## src/rtl/cmd_pkg.sv

```systemverilog
// Shared types and constants for the 24-bit command sender and its UART byte transmitter.
package cmd_pkg;

  localparam int unsigned CMD_W            = 24;
  localparam int unsigned BYTE_W           = 8;
  localparam int unsigned FRAME_W          = 10;
  localparam int unsigned BAUD_CNT_W       = 12;
  localparam int unsigned BIT_CNT_W        = 4;
  localparam int unsigned BYTE_IDX_W       = 2;
  localparam int unsigned BAUD_DIV_DEFAULT = 2604;

  typedef enum logic {
    CMD_IDLE,
    CMD_SEND
  } cmd_state_e;

  typedef enum logic {
    TX_IDLE,
    TX_TRANSMIT
  } tx_state_e;

  // Byte 0 is the most significant byte of the command word.
  function automatic logic [BYTE_W-1:0] get_byte(input logic [CMD_W-1:0] word,
                                                 input logic [BYTE_IDX_W-1:0] idx);
    logic [BYTE_W-1:0] b;
    case (idx)
      2'd0:    b = word[23:16];
      2'd1:    b = word[15:8];
      default: b = word[7:0];
    endcase
    return b;
  endfunction

endpackage

```

## src/rtl/uart_tx.sv

```systemverilog
// UART byte transmitter: 8N1 frame, one bit per BAUD_DIV clocks, reloadable in the last stop-bit clock.
module uart_tx
  import cmd_pkg::*;
#(
  parameter int unsigned BAUD_DIV = BAUD_DIV_DEFAULT
) (
  input  logic              clk,
  input  logic              rst_n,
  input  logic              trmt,
  input  logic [BYTE_W-1:0] tx_data,
  output logic              TX,
  output logic              tx_done
);

  localparam logic [BAUD_CNT_W-1:0] BAUD_LAST = BAUD_CNT_W'(BAUD_DIV - 1);
  localparam logic [BAUD_CNT_W-1:0] BAUD_PRE  = BAUD_CNT_W'(BAUD_DIV - 2);
  localparam logic [BIT_CNT_W-1:0]  BIT_STOP  = BIT_CNT_W'(FRAME_W - 1);

  tx_state_e               state_q, state_d;
  logic [FRAME_W-1:0]      shift_q, shift_d;
  logic [BAUD_CNT_W-1:0]   baud_q, baud_d;
  logic [BIT_CNT_W-1:0]    bit_q, bit_d;
  logic                    done_q, done_d;

  // Next-state: a trmt always (re)loads the frame, otherwise shift one bit per baud period.
  always_comb begin
    state_d = state_q;
    shift_d = shift_q;
    baud_d  = baud_q;
    bit_d   = bit_q;
    done_d  = 1'b0;
    if (trmt) begin
      state_d = TX_TRANSMIT;
      shift_d = {1'b1, tx_data, 1'b0};
      baud_d  = '0;
      bit_d   = '0;
    end else begin
      case (state_q)
        TX_IDLE: begin
          baud_d = '0;
          bit_d  = '0;
        end
        TX_TRANSMIT: begin
          // Registered done flag lands exactly on the last clock of the stop bit.
          done_d = (bit_q == BIT_STOP) && (baud_q == BAUD_PRE);
          if (baud_q == BAUD_LAST) begin
            baud_d  = '0;
            shift_d = {1'b1, shift_q[FRAME_W-1:1]};
            bit_d   = bit_q + BIT_CNT_W'(1);
            if (bit_q == BIT_STOP) begin
              state_d = TX_IDLE;
            end
          end else begin
            baud_d = baud_q + BAUD_CNT_W'(1);
          end
        end
        default: state_d = TX_IDLE;
      endcase
    end
  end

  always_ff @(posedge clk) begin
    if (!rst_n) begin
      state_q <= TX_IDLE;
      shift_q <= '1;
      baud_q  <= '0;
      bit_q   <= '0;
      done_q  <= 1'b0;
    end else begin
      state_q <= state_d;
      shift_q <= shift_d;
      baud_q  <= baud_d;
      bit_q   <= bit_d;
      done_q  <= done_d;
    end
  end

  assign TX      = shift_q[0];
  assign tx_done = done_q;

endmodule

```

## src/rtl/cmd_sender.sv

```systemverilog
// Serializes a 24-bit command as three back-to-back UART frames, MSB byte first.
module cmd_sender
  import cmd_pkg::*;
#(
  parameter int unsigned BAUD_DIV = BAUD_DIV_DEFAULT
) (
  input  logic             clk,
  input  logic             rst_n,
  input  logic             snd_cmd,
  input  logic [CMD_W-1:0] cmd,
  output logic             TX,
  output logic             busy,
  output logic             cmd_cmplt
);

  cmd_state_e              state_q, state_d;
  logic [BYTE_IDX_W-1:0]   k_q, k_d;
  logic                    busy_q, busy_d;
  logic                    cmplt_q, cmplt_d;
  logic                    start_q, start_d;
  logic [CMD_W-1:0]        hold_q, hold_d;
  logic                    trmt_c;
  logic [BYTE_IDX_W-1:0]   byte_idx_c;
  logic [BYTE_W-1:0]       tx_data_c;
  logic                    tx_done;

  // Byte k+1 is launched in the same cycle as tx_done for byte k so frames abut.
  always_comb begin
    state_d    = state_q;
    k_d        = k_q;
    busy_d     = busy_q;
    cmplt_d    = cmplt_q;
    start_d    = 1'b0;
    hold_d     = hold_q;
    trmt_c     = 1'b0;
    byte_idx_c = k_q;
    case (state_q)
      CMD_IDLE: begin
        if (snd_cmd) begin
          state_d = CMD_SEND;
          k_d     = '0;
          busy_d  = 1'b1;
          cmplt_d = 1'b0;
          start_d = 1'b1;
          hold_d  = cmd;
        end
      end
      CMD_SEND: begin
        if (start_q) begin
          trmt_c     = 1'b1;
          byte_idx_c = '0;
        end else if (tx_done) begin
          if (k_q < BYTE_IDX_W'(2)) begin
            k_d        = k_q + BYTE_IDX_W'(1);
            trmt_c     = 1'b1;
            byte_idx_c = k_q + BYTE_IDX_W'(1);
          end else begin
            state_d = CMD_IDLE;
            busy_d  = 1'b0;
            cmplt_d = 1'b1;
          end
        end
      end
      default: state_d = CMD_IDLE;
    endcase
  end

  assign tx_data_c = get_byte(hold_q, byte_idx_c);

  always_ff @(posedge clk) begin
    if (!rst_n) begin
      state_q <= CMD_IDLE;
      k_q     <= '0;
      busy_q  <= 1'b0;
      cmplt_q <= 1'b0;
      start_q <= 1'b0;
    end else begin
      state_q <= state_d;
      k_q     <= k_d;
      busy_q  <= busy_d;
      cmplt_q <= cmplt_d;
      start_q <= start_d;
    end
  end

  // Holding register carries no reset; it is only read while a command is in flight.
  always_ff @(posedge clk) begin
    hold_q <= hold_d;
  end

  uart_tx #(
    .BAUD_DIV (BAUD_DIV)
  ) u_uart_tx (
    .clk     (clk),
    .rst_n   (rst_n),
    .trmt    (trmt_c),
    .tx_data (tx_data_c),
    .TX      (TX),
    .tx_done (tx_done)
  );

  assign busy      = busy_q;
  assign cmd_cmplt = cmplt_q;

endmodule

```

## config.mk

```make
export PLATFORM = sky130hd
export DESIGN_NAME = cmd_sender
export DESIGN_NICKNAME = d
export VERILOG_FILES = /design/src/rtl/cmd_pkg.sv /design/src/rtl/uart_tx.sv /design/src/rtl/cmd_sender.sv
export SDC_FILE = /design/constraint.sdc
export NUM_CORES = 1
export LEC_CHECK = 0
export CORE_ASPECT_RATIO = 1.4
export CORE_UTILIZATION = 50
export CTS_BUF_LIST = sky130_fd_sc_hd__clkbuf_2 sky130_fd_sc_hd__clkbuf_4 sky130_fd_sc_hd__clkbuf_8
export DETAILED_ROUTE_END_ITERATION = 10
export DONT_BUFFER_PORTS = 1
export PLACE_DENSITY = 0.74
export SYNTH_ARGS = -nofsm -noshare
export SYNTH_HDL_FRONTEND = slang
export SYNTH_SLANG_ARGS = --single-unit
```

## constraint.sdc

```tcl
create_clock -name clk -period 2.35 [get_ports clk]
set_input_delay 0.47 -clock clk [delete_from_list [all_inputs] [get_ports clk]]
set_output_delay 0.47 -clock clk [all_outputs]
set_load 0.01 [all_outputs]
```

### After elaboration in Yosys (flattened, before gate mapping)

Cells that the tools add are included.

| storage, ports and cells | value |
|---|---|
| output and inout bits | 3 |
| word-level logic and storage cells | 75 |
| flip-flop bits (word level) | 57 |
| input bits | 27 |

| cells by class | value |
|---|---|
| bitwise gates (word level) | 3 |
| order comparisons | 1 |
| reduce and logical (&&, ||, !) cells | 11 |
| $add $sub $neg | 3 |
| muxes and demuxes | 37 |
| eq/ne operators | 9 |

Operator list:

| operator | number |
|---|---|
| $mux 9 | 3 |
| $eq 12x12->1 const B | 2 |
| $pmux 12 s2 | 1 |
| $mux 1 | 19 |
| $pmux 8 s2 | 1 |
| $add 12x1->12 const B | 1 |
| $mux 12 | 1 |
| $mux 2 | 6 |
| $ne 2x2->1 const B | 4 |
| $pmux 4 s2 | 1 |
| $pmux 1 s2 | 3 |
| $reduce_and 2->1 | 3 |
| $add 4x1->4 const B | 1 |
| $eq 4x4->1 const B | 1 |
| $mux 4 | 1 |
| $pmux 2 s2 | 1 |
| $reduce_and 4->1 | 1 |
| $reduce_bool 2->1 | 2 |
| $reduce_or 2->1 | 2 |
| $not 1->1 | 3 |
| $reduce_or 3->1 | 1 |
| $add 2x1->2 const B | 1 |
| $eq 2x1->1 const B | 1 |
| $logic_not 2->1 | 1 |
| other kinds (3) | 3 |

### Logic depth before layout (Yosys ltp)

Gate-level depths: netlist of run 1.

| logic depth | value |
|---|---|
| word-level depth | 8 |
| mapped depth | 8 |
| depth with buffers taken out | 6 |

### By module

Synthesis of run 1 repeated with hierarchy kept, for this count alone.

| second synthesis, totals | value |
|---|---|
| cell total of the unflattened synthesis | 208 |
| area, all modules | 2459.9 um^2 |

By module, submodules not included:

| module | seq. area each (um^2) | cells an instance | area each (um^2) | instances |
|---|---|---|---|---|
| uart_tx | 540.5 | 128 | 1243.7 | 1 |
| cmd_sender | 840.8 | 80 | 1216.2 | 1 |

### Worst setup path before layout of run 1

Ideal clock, no wire load.

| timing | value |
|---|---|
| kind | register to register |
| start | register k_q[0] |
| end | register u_uart_tx.shift_q[7] |
| setup slack | 0.623 ns |
| path buffers | 0 |
| required time | 2.228 ns |
| data arrival time | 1.605 ns |
| cell stages (with the launch flop) | 7 |
| setup time | 0.122 ns |
| path through | dfxtp_1 inv_1 ha_1 and4bb_4 a21oi_4 mux2i_1 o32a_1 |

| between the ends | value |
|---|---|
| cells in the longest elaborated chain, start to end | 8 |
| elaborated cells on any way between the ends | 17 |
| those cells by class | add/sub: 1; order compare: 1; eq/ne: 1; mux: 10; reduce/logical: 4 |

RTL lines:

| element | RTL line | text |
|---|---|---|
| start: declaration | cmd_sender.sv:17 | `logic [BYTE_IDX_W-1:0] k_q, k_d;` |
| start signal: assignment | cmd_sender.sv:79 | `k_q <= k_d;` |
| $add 2x1->2 / $lt 2x2->1 (equally long branches) | cmd_sender.sv:56, cmd_sender.sv:53 |  |
| $mux 2 (2 in a row) | n/a |  |
| $mux 2 | cmd_sender.sv:49 | `if (start_q) begin` |
| $mux 2 | cmd_sender.sv:37 | `case (state_q)` |
| $eq 2x1->1 / $logic_not 2->1 (equally long branches) | cmd_pkg.sv:26 | `case (idx)` |
| $pmux 8 s2 | cmd_pkg.sv:26 |  |
| $mux 9 | uart_tx.sv:32 | `if (trmt) begin` |
| end signal: assignment | uart_tx.sv:71 | `shift_q <= shift_d;` |
| end: declaration | uart_tx.sv:20 | `logic [FRAME_W-1:0] shift_q, shift_d;` |

Parallel ways exist; a longest one is shown, timed or not.
A chain may end at the register's enable or synchronous reset.

### Final worst setup path of run 1

| timing | value |
|---|---|
| start | register start_q |
| end | register u_uart_tx.shift_q[7] |

| between the ends | value |
|---|---|
| cells in the longest elaborated chain, start to end | 5 |
| elaborated cells on any way between the ends | 11 |
| those cells by class | eq/ne: 1; mux: 6; reduce/logical: 4 |

RTL lines:

| element | RTL line | text |
|---|---|---|
| start: declaration | cmd_sender.sv:20 | `logic start_q, start_d;` |
| start signal: assignment | cmd_sender.sv:82 | `start_q <= start_d;` |
| $mux 2 | cmd_sender.sv:49 |  |
| $mux 2 | cmd_sender.sv:37 |  |
| $eq 2x1->1 / $logic_not 2->1 (equally long branches) | cmd_pkg.sv:26 |  |
| $pmux 8 s2 | cmd_pkg.sv:26 |  |
| $mux 9 | uart_tx.sv:32 |  |

Parallel ways exist; a longest one is shown, timed or not.

==> results by stage, run 1 <==
Run status:
- The run finished with clean final reports.

STA:
- Setup violations remaining at the end of the flow were counted as 0.
- Summed over all failing endpoints, the final setup total negative slack is 0 ns.
- Setup repair after global routing left no endpoint under its margin.
- Once routing completed, OpenROAD measured the worst setup slack at 0.339 ns.
- The max-slew headroom at the worst pin is about 50%.
- The max-slew violation count is 0.
- Static timing analysis puts the maximum clock frequency at 0.497 GHz.
- The number of endpoints with negative hold slack in the final report was 0.
- Between clock sinks in the finished design, the worst skew comes to slightly above 0.008 ns.
- At the pin with the least slew margin, the transition time is 0.743 ns.
- The worst path uses 85.6% of the clock period.
- The final period demand of the worst path is 2.01 ns.

Flow run:
- Across the run, the number of max-cap violations was 0.

Finish:
- The repair_antennas step left the layout with diodes totalling 0.
- Summing all non-filler instances in the final layout gives an area of 2720 µm².
- The layout overhead on the synthesized area is 10.1%.
- The net count of the finished layout is between 200 and 300.
- In the final layout, the share of cells above drive strength 1 is 10.8%.
- The multi-input combinational cells in the finished layout cover a total of 1000 µm².
- The area of all sequential standard cells is 1380 µm².
- After filler insertion, the fill cell instance count of the layout stands at slightly above 400.

Worst setup path:
- The length in cells of the worst reg-to-reg path is 4.
- The maximum cell stage delay along the critical path is 0.74 ns.
- The launch point of the worst reg-to-reg path is start_q$_SDFF_PP0_.
- The critical path's slowest cell is sky130_fd_sc_hd__dfxtp_1.
- Setup slack on the worst reg-to-reg path comes out at around 0.34 ns.
- The data required time at the worst endpoint is 2.57 ns.
- STA classifies the critical path endpoint as a flip-flop.
- The nature of the critical path startpoint is a flip-flop.
- At the worst endpoint, the arrival time is ~2.2 ns.
- The terminus of the critical flop-to-flop path is u_uart_tx.shift_q[7]$_SDFFE_PN1P_.
- Walking the worst path, the cells encountered are and4bb_4 -> a21oi_4 -> mux2i_1 -> o32a_1.
- The critical path is of the flip-flop to flip-flop type.
- The maximum net fanout on the critical path is 22.

Synthesis:
- The number of nets handed over by synthesis was 246.
- The commonest register cell after synthesis is sky130_fd_sc_hd__dfxtp_1.
- The synthesized area divided by synthesized cell count is 11.6 µm².
- After synthesis, the netlist uses 43 different library cells.
- The leading cell type by number of instances after synthesis is sky130_fd_sc_hd__dfxtp_1.
- The top-area cell type share of the netlist area is 29.1%.
- The post-synth design cell area is 2470 µm².
- Sequential cells were found to cover 55.8% of the synthesized design area.
- Ranked by instance count, the synthesized netlist is headed by sky130_fd_sc_hd__dfxtp_1 (33), sky130_fd_sc_hd__edfxtp_1 (24), sky130_fd_sc_hd__nor2_1 (16), sky130_fd_sc_hd__o211ai_1 (16), sky130_fd_sc_hd__inv_1 (11).
- The synthesized design spends more area on one cell type than any other, namely sky130_fd_sc_hd__edfxtp_1.
- The register bit count reported by yosys is 57.
- The number of cells produced by synthesis is 214.
- The share of flip-flops with an asynchronous set or reset is 0%.
- The synthesis warning total is 0.
- Ranked by total cell area, the synthesized netlist is headed by sky130_fd_sc_hd__edfxtp_1 (29%), sky130_fd_sc_hd__dfxtp_1 (27%), sky130_fd_sc_hd__o211ai_1 (4.9%).
- The number of synthesized flops with an enable pin is 24.

Floorplanning:
- The number of rows created at floorplan is 29.
- Measured along the x axis, the die boundary spans 61.4 µm.
- The I/O pin count is 30.
- The starting density of the core is a little over half.
- The region available for standard cell placement spans 4640 µm².
- The die is 85.2 µm tall.
- The area of the die is 5240 µm².

Pwr:
- The static power due to leakage is 0.937 nW.
- Power spread over the standard cell area amounts to 747 nW/µm².
- The worst-case IR drop observed on VDD is about 770 µV.

Global routing:
- The first global-routing pass estimated between 7000 and 8000 µm of wire.
- The total routing resource utilization after global routing is 19.1%.
- The via count of the first global-routing pass is 1554.
- The number of antenna violations at the first check in global routing came to 0.
- The total global routing overflow is 0.
- The pin count of the biggest net entering global routing is 26.

CTS:
- The number of buffers created by CTS is 9.
- The quantity of gates resized following cts is 0.
- CTS saw 57 sinks.
- The clock tree root driver cell is sky130_fd_sc_hd__clkbuf_8.
- The clock tree synthesis step divided the H-tree into 3 levels.
- At the later pin of the worst-skew pair, clock insertion delay measures 0.33 ns.
- The hold buffer count at CTS is 0.
- Counting along the longest clock path gives a buffer depth of 2.
- TritonCTS built the clock tree.
- Clock-pin slew was measured on the worst setup and hold paths at 0.06 ns.
- The count of buffers added by post-CTS timing repair for setup is 0.

Hold path:
- The launch point of the worst hold path is rst_n.
- The worst min-delay path endpoint is u_uart_tx.shift_q[8]$_SDFFE_PN1P_.
- The worst hold path depth is 1.
- The type of the tightest min-delay check is input port to flip-flop.

Place:
- Prior to clock tree synthesis, the placed netlist has a worst setup slack of between 0.3 and 0.4 ns.
- The port buffer count is 0.
- The congestion estimate from routability-driven global placement came to 0.817.
- The instance area at placement is 2520 µm².
- The post-detailed-placement half-perimeter wirelength is 2880 µm.

Route:
- The count of unresolved DRC violations after routing is 0.
- The routed design has 4140 µm of wire.
- The via count of the routed design is 1637.
- The detail route stage leaves a number of antenna-violating nets equal to 0.
- The average wire length per cell after detail routing is 14.5 µm.
- The vias per cell is approximately 5.7.
- The first detailed-routing pass took 4 iterations.
- The DRC violation total after the first TritonRoute iteration is 60.
==> worst max-delay path, delay by kind of cell (launching register included) <==
kind | cells | cell delay (ns)
flops | 1 | 0.74
mux | 1 | 0.18
compound gates | 2 | 0.67
simple gates | 1 | 0.30
==> power by group <==
group / total (mW) / switching [mW] / internal, mW
combinational: 0.0480 / 0.0302 / 0.0178
sequential: 1.08 / 0.0174 / 1.07
clock: 0.902 / 0.376 / 0.526
total: 2.03 / 0.424 / 1.61
==> worst max-delay path by stage <==
| stage | from | endpoint | cells after the start |
|---|---|---|---|
| 2_1_floorplan | k_q[0]$_SDFFE_PN0P_ | u_uart_tx.shift_q[7]$_SDFFE_PN1P_ | 6 |
| 3_3_place_gp | start_q$_SDFF_PP0_ | u_uart_tx.shift_q[7]$_SDFFE_PN1P_ | 4 |
| 3_5_place_dp | start_q$_SDFF_PP0_ | u_uart_tx.shift_q[7]$_SDFFE_PN1P_ | 4 |
| 4_1_cts | start_q$_SDFF_PP0_ | u_uart_tx.shift_q[7]$_SDFFE_PN1P_ | 4 |
| 5_1_grt | start_q$_SDFF_PP0_ | u_uart_tx.shift_q[7]$_SDFFE_PN1P_ | 4 |
| 6_report | start_q$_SDFF_PP0_ | u_uart_tx.shift_q[7]$_SDFFE_PN1P_ | 4 |
==> registers in the layout, indices dropped and copies added, names as in the netlist <==
name and cells:
start_q 1, busy 1, k_q 2, u_uart_tx.baud_q 12, u_uart_tx.bit_q 4, cmd_cmplt 1
u_uart_tx.tx_done 1, hold_q 24, u_uart_tx.state_q 1, state_q 1, u_uart_tx.shift_q 9
==> cell usage in the layout (no fill, tap or decap), types with 2 or more instances in the layout <==
cell type and instances:
sky130_fd_sc_hd__edfxtp_1 24, sky130_fd_sc_hd__buf_4 3, sky130_fd_sc_hd__xor2_1 2, sky130_fd_sc_hd__a22o_1 7, sky130_fd_sc_hd__nand2_1 3, sky130_fd_sc_hd__clkbuf_8 10, sky130_fd_sc_hd__dfxtp_1 33, sky130_fd_sc_hd__nor2_1 16
sky130_fd_sc_hd__or3_1 2, sky130_fd_sc_hd__clkinv_2 2, sky130_fd_sc_hd__nor4_1 4, sky130_fd_sc_hd__nor3_1 2, sky130_fd_sc_hd__o32a_1 7, sky130_fd_sc_hd__mux2i_1 9, sky130_fd_sc_hd__o211ai_1 16, sky130_fd_sc_hd__a21boi_0 2
sky130_fd_sc_hd__nor2b_1 3, sky130_fd_sc_hd__o21ai_0 8, sky130_fd_sc_hd__nand3_1 8, sky130_fd_sc_hd__nand3b_1 3, sky130_fd_sc_hd__xnor2_1 8, sky130_fd_sc_hd__ha_1 5, sky130_fd_sc_hd__and2_1 5, sky130_fd_sc_hd__clkinvlp_4 2
sky130_fd_sc_hd__nand4_1 4, sky130_fd_sc_hd__and4bb_1 3, sky130_fd_sc_hd__a21oi_1 3, sky130_fd_sc_hd__inv_1 11, sky130_fd_sc_hd__o21ai_1 2
==> per-layer routing <==
metal | up-vias | track usage, % | routed length, µm
met5 | - | 0 | 0
met4 | 0 | 8.48 | 86
met3 | 9 | 7.01 | 135
met2 | 30 | 27.7 | 2010
met1 | 779 | 25.5 | 1910
li1 | 819 | - | -
==> cell type report <==
type,instances,area share [%]
flip-flops and latches,57,50.7
multi-input cells,136,36.7
clock buffers,11,5.33
well taps,62,2.85
clock inverters,5,2.02
inverters,11,1.52
repair buffers,3,0.827
==> stage by stage <==
| stage | util (%) | instances | hold slack (ns) | total power [mW] |
|---|---|---|---|---|
| 2_1_floorplan | - | 214 | 0.441 | 1.14 |
| 3_3_place_gp | 54.3 | 269 | 0.455 | 1.15 |
| 3_5_place_dp | 54.3 | 269 | 0.465 | 1.15 |
| 4_1_cts | 58.6 | 285 | 0.203 | 2.05 |
| 5_1_grt | 58.6 | 285 | 0.205 | 2.11 |
| 6_report | 58.6 | 285 | 0.218 | 2.03 |
==> cells by family after synthesis <==
| family | count (synthesis) | synth area share, % |
|---|---|---|
| fa+ha+maj | 5 | 2.53 |
| mux | 9 | 3.64 |
| flops | 57 | 55.8 |
| xor+xnor | 10 | 3.54 |
| compound gates | 52 | 16.0 |
| buf+inv | 21 | 3.74 |
| simple gates | 60 | 14.7 |
No activity file was read; power rests on OpenSTA's default activity.
==> run 2, diff against run 1 <==
--- a/config.mk
+++ b/config.mk
@@ -6,6 +6,7 @@
 export NUM_CORES = 1
 export LEC_CHECK = 0
 export CORE_ASPECT_RATIO = 1.4
+export CORE_MARGIN = 2
 export CORE_UTILIZATION = 50
 export CTS_BUF_LIST = sky130_fd_sc_hd__clkbuf_2 sky130_fd_sc_hd__clkbuf_4 sky130_fd_sc_hd__clkbuf_8
 export DETAILED_ROUTE_END_ITERATION = 10
==> results by stage, run 2 (synthesis gave the netlist of run 1 again) <==
Pwr:
- The static power due to leakage is 0.951 nW (+1.4%).
- The power per standard cell area is 801 nW/µm² (+7.3%).
- The maximum vdd ir drop is 725 µV (-5.4%).
- The total power draw was 2.21 mW (+8.6%).

Finish:
- The largest registers in the layout are hold_q (24), u_uart_tx.baud_q (12), u_uart_tx.shift_q (9).
- The utilization after layout is 57.3% (-1.3 points).
- The count of nets after finishing is 249 (-0.40%).
- The non-filler instance count after layout is 286 (+0.35%).
- The final antenna diode count is 0 (unchanged).
- The library cells used most frequently in the layout, excluding fill and tap cells, are sky130_fd_sc_hd__dfxtp_1 (33), sky130_fd_sc_hd__edfxtp_1 (24), sky130_fd_sc_hd__o211ai_1 (16), sky130_fd_sc_hd__nor2_1 (16), sky130_fd_sc_hd__inv_1 (11).
- The register ranked first by flip-flop count is hold_q.
- Relative to the synthesized area, the layout overhead comes to 11.4%.
- The final design instance area without fill is 2760 µm² (+1.2%).
- Leaving out fill and tap cells, the most frequent cell in the layout is sky130_fd_sc_hd__dfxtp_1.
- The number of flip-flops in the largest register is 24 (unchanged).
- The share of post-route cells with drive strength above 1 came to 9.91% (-0.85 points).

Floorplanning:
- The core area is 4800 µm² (+3.4%).
- The I/O pin count came to 30 (unchanged).
- The die extent in y is 87.2 µm (+2.3%).
- The die extent in x was 63.4 µm (+3.3%).
- The area of the die is 5530 µm² (+5.7%).
- The number of rows created at floorplan is 30 (+3.4%).
- The starting density of the core is 51.5% (-1.8 points).

Run status:
- The flow ran to the end, and the final reports show no timing, DRC or antenna violations.

Route:
- The count of unresolved DRC violations after routing was 0 (unchanged).
- The via count of the routed design is 1639 (+0.12%).
- The number of detailed-route iterations in the first pass is 4 (unchanged).
- The final antenna-violating net count is 0 (unchanged).
- The DRC violation total after the first TritonRoute iteration came to 64 (+6.7%).
- The average wire length per cell after detail routing is 14.7 µm (+1.5%).
- The vias per cell came to 5.73 (-0.23%).
- The total wire length is 4220 µm (+1.8%).

Worst setup path:
- The worst reg-to-reg setup slack came to 0.34 ns (about the same).
- The maximum cell stage delay along the critical path came to 0.75 ns (about the same).
- Walking the worst path, the cells encountered are o21ai_1 -> a21oi_4 -> mux2i_1 -> o32a_1.
- The data required time at the worst endpoint was 2.57 ns (about the same).
- The setup path with the least slack is of type flip-flop to flip-flop.
- The critical path's slowest cell is sky130_fd_sc_hd__dfxtp_1.
- On the critical path the largest part of the delay comes from compound AO/OA/AOI/OAI gates.
- The worst path buffer plus inverter count is 0 (unchanged).
- The endpoint arrival time on the critical path is 2.23 ns (about the same).
- The worst setup path is captured at a flip-flop.
- The maximum net fanout on the critical path is 22 (unchanged).
- The nature of the critical path startpoint is a flip-flop.

STA:
- The portion of the clock cycle consumed by the worst path in the final layout came to 85.5% (-0.089 points).
- The number of endpoints with negative hold slack in the final report is 0 (unchanged).
- The final setup skew was 0.00709 ns (-0.00111 ns).
- Setup repair after global routing left no endpoint under its margin.
- The slew at the pin closest to its max-slew limit is 0.883 ns (+0.140 ns).
- The max-slew violation count was 0 (unchanged).
- The achievable clock frequency was 0.498 GHz (+0.10%).
- The final period demand of the worst path is 2.01 ns (-0.00209 ns).
- The max-slew headroom at the worst pin is 41.1% (-9.1 points).
- The number of setup violations in the final report is 0 (unchanged).
- The total negative slack is 0 ns (unchanged).

CTS:
- The count of buffers added by post-CTS timing repair for setup came to 0 (unchanged).
- The CTS clock-pin slew for the worst setup and hold paths is 0.06 ns (about the same).
- The number of buffers created by CTS came to 9 (unchanged).
- The clock latency on the worst-skew pair is 0.33 ns (about the same).
- The hold buffer count at CTS came to 0 (unchanged).
- The H-tree level count is 3 (unchanged).
- The sink count of the clock tree was 57 (unchanged).
- The clock tree root driver cell is sky130_fd_sc_hd__clkbuf_8.
- The largest buffer count on any clock path came to 2 (unchanged).
- The CTS tree is built.
- The quantity of gates resized following cts is 0 (unchanged).

Global routing:
- The total global routing overflow is 0 (unchanged).
- The first-pass GRT wire length is 6910 µm (-4.3%).
- The via count of the first global-routing pass is 1484 (-4.5%).
- The total routing resource utilization after global routing is 16.7% (-2.4 points).
- The pin count of the biggest net entering global routing is 26 (unchanged).
- The number of antenna violations at the first check in global routing came to 0 (unchanged).

Hold path:
- The worst hold path belongs to the class input port to flip-flop.

Place:
- The post-detailed-placement half-perimeter wirelength is 2870 µm (-0.35%).
- The port buffer count is 0 (unchanged).
- The placer congestion estimate is 0.821 (+0.44%).
- The instance area at placement came to 2520 µm² (-0.20%).
- The number of placed instances, taps included is 270 (+0.37%).

Flow run:
- The count of maximum capacitance violations is 0 (unchanged).
==> run 2: changes by cell type in the layout (fill, tap and decap cells not counted) <==
cell                         previous run  this run
sky130_fd_sc_hd__buf_4                  3         2
sky130_fd_sc_hd__bufinv_16              1         3
sky130_fd_sc_hd__clkbuf_8              10         9
sky130_fd_sc_hd__clkinv_1               0         1
sky130_fd_sc_hd__clkinvlp_4             2         1
sky130_fd_sc_hd__clkinv_2               2         1
==> run 2: power breakdown <==
part           internal, mW  switching [mW]
Combinational        0.0162          0.0295
Sequential             1.07          0.0176
Clock                 0.710           0.368
Total                  1.79           0.415
==> run 2: worst paths after layout <==
kind / end / cells past startpoint / start
max: u_uart_tx.shift_q[7]$_SDFFE_PN1P_ / 4 / start_q$_SDFF_PP0_
min: u_uart_tx.shift_q[8]$_SDFFE_PN1P_ / 1 / rst_n
max reg2reg: u_uart_tx.shift_q[7]$_SDFFE_PN1P_ / 4 / start_q$_SDFF_PP0_
min reg2reg: u_uart_tx.shift_q[6]$_SDFFE_PN1P_ / 1 / u_uart_tx.shift_q[6]$_SDFFE_PN1P_
==> run 2: per-stage QoR <==
stage	hold slack (ns)	setup slack, ns
CTS	0.199	0.372
floorplan	0.441	0.623
global route	0.197	0.217
detailed placement	0.468	0.384
finish	0.213	0.342
global placement	0.454	0.426
==> run 2: worst reg2reg max path: cells and delay by family, from the launching register on <==
kind | cells | cell delay, ns
AOI/OAI and AO/OA | 3 | 0.98
DFF | 1 | 0.75
muxes | 1 | 0.17
==> run 2: area by class of cell <==
| cell class | count | area, µm² |
|---|---|---|
| Tap cell | 64 | 80.1 |
| Inverter | 11 | 41.3 |
| Fill cell | 465 | 2050 |
| Clock inverter | 6 | 106 |
| Multi-Input combinational cell | 136 | 1000 |
| Clock buffer | 10 | 131 |
| Timing Repair Buffer | 2 | 15.0 |
| Sequential cell | 57 | 1380 |
==> run 2: layer usage <==
| metal | track usage [%] | wire length [µm] | share of wire, % |
|---|---|---|---|
| met1 | 20.7 | 1960 | 47 |
| met2 | 25.9 | 1990 | 47 |
| met3 | 5.05 | 167 | 4.0 |
| met4 | 9.49 | 99 | 2.3 |
| met5 | 0 | 0 | 0 |
==> run 3, diff against run 2 <==
--- a/config.mk
+++ b/config.mk
@@ -8,9 +8,11 @@
 export CORE_ASPECT_RATIO = 1.4
 export CORE_MARGIN = 2
 export CORE_UTILIZATION = 50
-export CTS_BUF_LIST = sky130_fd_sc_hd__clkbuf_2 sky130_fd_sc_hd__clkbuf_4 sky130_fd_sc_hd__clkbuf_8
+export CTS_BUF_LIST = sky130_fd_sc_hd__clkbuf_16
+export CTS_CLUSTER_DIAMETER = 100
 export DETAILED_ROUTE_END_ITERATION = 10
 export DONT_BUFFER_PORTS = 1
+export HOLD_SLACK_MARGIN = 0.12
 export PLACE_DENSITY = 0.74
 export SYNTH_ARGS = -nofsm -noshare
 export SYNTH_HDL_FRONTEND = slang
==> results by stage, run 3 (synthesis gave the netlist of run 1 again) <==
CTS:
- The CTS tree is built.
- The clock latency on the worst-skew pair was 0.32 ns (about the same).
- The largest buffer count on any clock path is 2 (unchanged).
- The clock tree root driver cell is sky130_fd_sc_hd__clkbuf_16.
- The CTS clock-pin slew for the worst setup and hold paths was 0.05 ns (about the same).
- The number of buffers created by CTS is 9 (unchanged).
- The hold buffer count at CTS is 0 (unchanged).
- The quantity of gates resized following cts is 0 (unchanged).
- The count of buffers added by post-CTS timing repair for setup was 0 (unchanged).
- The H-tree level count is 3 (unchanged).
- The sink count of the clock tree is 57 (unchanged).

Finish:
- In the final layout, the registers with the most flip-flops are hold_q (24), u_uart_tx.baud_q (12), u_uart_tx.shift_q (9).
- Ranked by flip-flop count, first place goes to hold_q.
- The count of nets after finishing is 249 (unchanged).
- The layout overhead on the synthesized area is 15.3%.
- The fill cell instance count of the final layout came to 452 (-2.8%).
- The number of flip-flops in the largest register was 24 (unchanged).
- The area of all sequential standard cells is 1380 µm² (unchanged).
- The final design instance area without fill is 2850 µm² (+3.5%).
- The area used by multi-input combinational logic came to 1000 µm² (unchanged).
- The share of post-route cells with drive strength above 1 is 9.46% (-0.45 points).
- In the layout the commonest cells are sky130_fd_sc_hd__dfxtp_1 (33), sky130_fd_sc_hd__edfxtp_1 (24), sky130_fd_sc_hd__o211ai_1 (16), sky130_fd_sc_hd__nor2_1 (16), sky130_fd_sc_hd__inv_1 (12).
- The final antenna diode count is 0 (unchanged).
- Leaving out fill and tap cells, the most frequent cell in the layout is sky130_fd_sc_hd__dfxtp_1.

Pwr:
- The net switching power of the design was 0.463 mW (+12%).
- The switching part of the total is 18.0% (-0.77 points).
- The static power due to leakage is 0.997 nW (+4.9%).
- The cell-internal power is 2.11 mW (+18%).
- The share of power burned in the clock network is 56.0% (+7.2 points).
- The maximum vdd ir drop is 697 µV (-3.8%).
- The power per standard cell area is 901 nW/µm² (+12%).
- The sequential group share of total power is 42.3% (-6.8 points).
- The share of power burned in combinational logic came to 1.8% (-0.3 points).

Run status:
- The run finished with clean final reports.

STA:
- The final setup skew came to 0.00705 ns (-0.0000432 ns).
- The total negative slack was 0 ns (unchanged).
- The final period demand of the worst path is 2.02 ns (+0.0145 ns).
- The number of setup violations in the final report is 0 (unchanged).
- The slew at the pin closest to its max-slew limit was 0.887 ns (+0.00383 ns).
- Setup repair after global routing left no endpoint under its margin.
- The achievable clock frequency is 0.494 GHz (-0.72%).
- The max-slew headroom at the worst pin is 40.8% (-0.26 points).
- The max-slew violation count came to 0 (unchanged).
- The portion of the clock cycle consumed by the worst path in the final layout was 86.1% (+0.62 points).
- The number of endpoints with negative hold slack in the final report is 0 (unchanged).

Floorplanning:
- The die extent in x is 63.4 µm (unchanged).
- The I/O pin count is 30 (unchanged).
- The area of the die was 5530 µm² (unchanged).
- The core area is 4800 µm² (unchanged).
- The starting density of the core is 51.5% (unchanged).
- The number of rows created at floorplan was 30 (unchanged).
- The die extent in y is 87.2 µm (unchanged).

Hold path:
- The worst hold path terminates at u_uart_tx.shift_q[8]$_SDFFE_PN1P_.
- The worst hold path depth came to 1 (unchanged).
- In this run the most critical hold path is launched from rst_n.
- The min-delay analysis places its worst path in the category input port to flip-flop.

Worst setup path:
- On the critical path, the stage with the largest delay is an instance of sky130_fd_sc_hd__dfxtp_1.
- The maximum net fanout on the critical path came to 22 (unchanged).
- The worst reg-to-reg setup slack was 0.33 ns (about the same).
- The length in cells of the worst reg-to-reg path is 4 (unchanged).
- The launch point of the worst reg-to-reg path is start_q$_SDFF_PP0_.
- The path type of the worst setup path is flip-flop to flip-flop.
- The nature of the critical path startpoint is a flip-flop.
- The maximum cell stage delay along the critical path is 0.75 ns (about the same).
- The data required time at the worst endpoint is 2.56 ns (about the same).
- The critical path goes through o21ai_1 -> a21oi_4 -> mux2i_1 -> o32a_1.
- The terminus of the critical flop-to-flop path is u_uart_tx.shift_q[7]$_SDFFE_PN1P_.
- The capturing element type of the critical path is a flip-flop.
- The endpoint arrival time on the critical path came to 2.23 ns (about the same).

Route:
- The count of unresolved DRC violations after routing was 0 (unchanged).
- The vias per cell is 5.79 (+1.0%).
- The via count of the routed design came to 1656 (+1.0%).
- The total wire length is 4350 µm (+3.2%).
- The final antenna-violating net count is 0 (unchanged).
- The number of detailed-route iterations in the first pass is 4 (unchanged).
- The average wire length per cell after detail routing is 15.2 µm (+3.2%).
- The DRC violation total after the first TritonRoute iteration is 79 (+23%).

Global routing:
- The total routing resource utilization after global routing is 17.3% (+0.65 points).
- The first-pass GRT wire length was 7080 µm (+2.4%).
- The via count of the first global-routing pass came to 1497 (+0.88%).
- The number of antenna violations at the first check in global routing was 0 (unchanged).
- The total global routing overflow is 0 (unchanged).
- The pin count of the biggest net entering global routing is 26 (unchanged).

Flow run:
- The count of maximum capacitance violations is 0 (unchanged).

Place:
- The instance area at placement is 2520 µm² (unchanged).
- The placer congestion estimate came to 0.821 (unchanged).
- The port buffer count is 0 (unchanged).
- The post-detailed-placement half-perimeter wirelength came to 2870 µm (unchanged).
[run 3: cell count changes in the layout (fill, tap and decap cells not counted)]
cell	change
sky130_fd_sc_hd__clkbuf_16	+9
sky130_fd_sc_hd__clkbuf_4	-1
sky130_fd_sc_hd__clkbuf_8	-9
sky130_fd_sc_hd__inv_1	+1
[run 3: power groups by stage]
stage	Sequential, mW	Combinational (mW)	Clock [mW]
global route	1.09	0.0509	1.52
CTS	1.09	0.0463	1.48
finish	1.09	0.0459	1.44
global placement	1.10	0.0450	0
floorplan	1.10	0.0438	0
detailed placement	1.11	0.0462	0
[run 3: how the worst max path moves through the flow]
stage | from | endpoint | slack [ns] | cells after the start
after detailed placement | start_q$_SDFF_PP0_ | u_uart_tx.shift_q[7]$_SDFFE_PN1P_ | 0.38 | 4
final | start_q$_SDFF_PP0_ | u_uart_tx.shift_q[7]$_SDFFE_PN1P_ | 0.33 | 4
after floorplan | k_q[0]$_SDFFE_PN0P_ | u_uart_tx.shift_q[7]$_SDFFE_PN1P_ | 0.62 | 6
after global routing | start_q$_SDFF_PP0_ | u_uart_tx.shift_q[7]$_SDFFE_PN1P_ | 0.22 | 4
after global placement | start_q$_SDFF_PP0_ | u_uart_tx.shift_q[7]$_SDFFE_PN1P_ | 0.43 | 4
after CTS | start_q$_SDFF_PP0_ | u_uart_tx.shift_q[7]$_SDFFE_PN1P_ | 0.37 | 4
[run 3: layout make-up]
| class | instances | share of cell area [%] |
|---|---|---|
| flip-flops and latches | 57 | 48.4 |
| multi-input cells | 136 | 35.0 |
| clock buffers | 9 | 7.89 |
| clock inverters | 7 | 3.86 |
| well taps | 64 | 2.81 |
| inverters | 11 | 1.45 |
| repair buffers | 2 | 0.526 |
[run 3: critical path, delay by kind of cell, from the launching register on]
kind	cells	cell delay, ns
AO/OA/AOI/OAI	3	0.98
flip-flops	1	0.75
multiplexers	1	0.17
[run 3: stage by stage]
| step | hold WS (ns) | cells | setup slack, ns | utilization (%) | power, mW |
|---|---|---|---|---|---|
| after floorplan | 0.441 | 214 | 0.623 | - | 1.14 |
| after global placement | 0.454 | 270 | 0.426 | 52.4 | 1.15 |
| after detailed placement | 0.468 | 270 | 0.384 | 52.4 | 1.15 |
| after CTS | 0.211 | 286 | 0.372 | 59.4 | 2.61 |
| after global routing | 0.211 | 286 | 0.217 | 59.4 | 2.66 |
| final | 0.226 | 286 | 0.327 | 59.4 | 2.57 |
[run 3: routing by layer]
layer,wire length [µm],vias up,global-route usage [%],part of all wire (%)
met3,159,9,6.60,3.7
met5,0,-,0,0
li1,-,818,-,-
met1,1990,790,21.1,46
met2,2080,39,26.3,48
met4,121,0,10.1,2.8
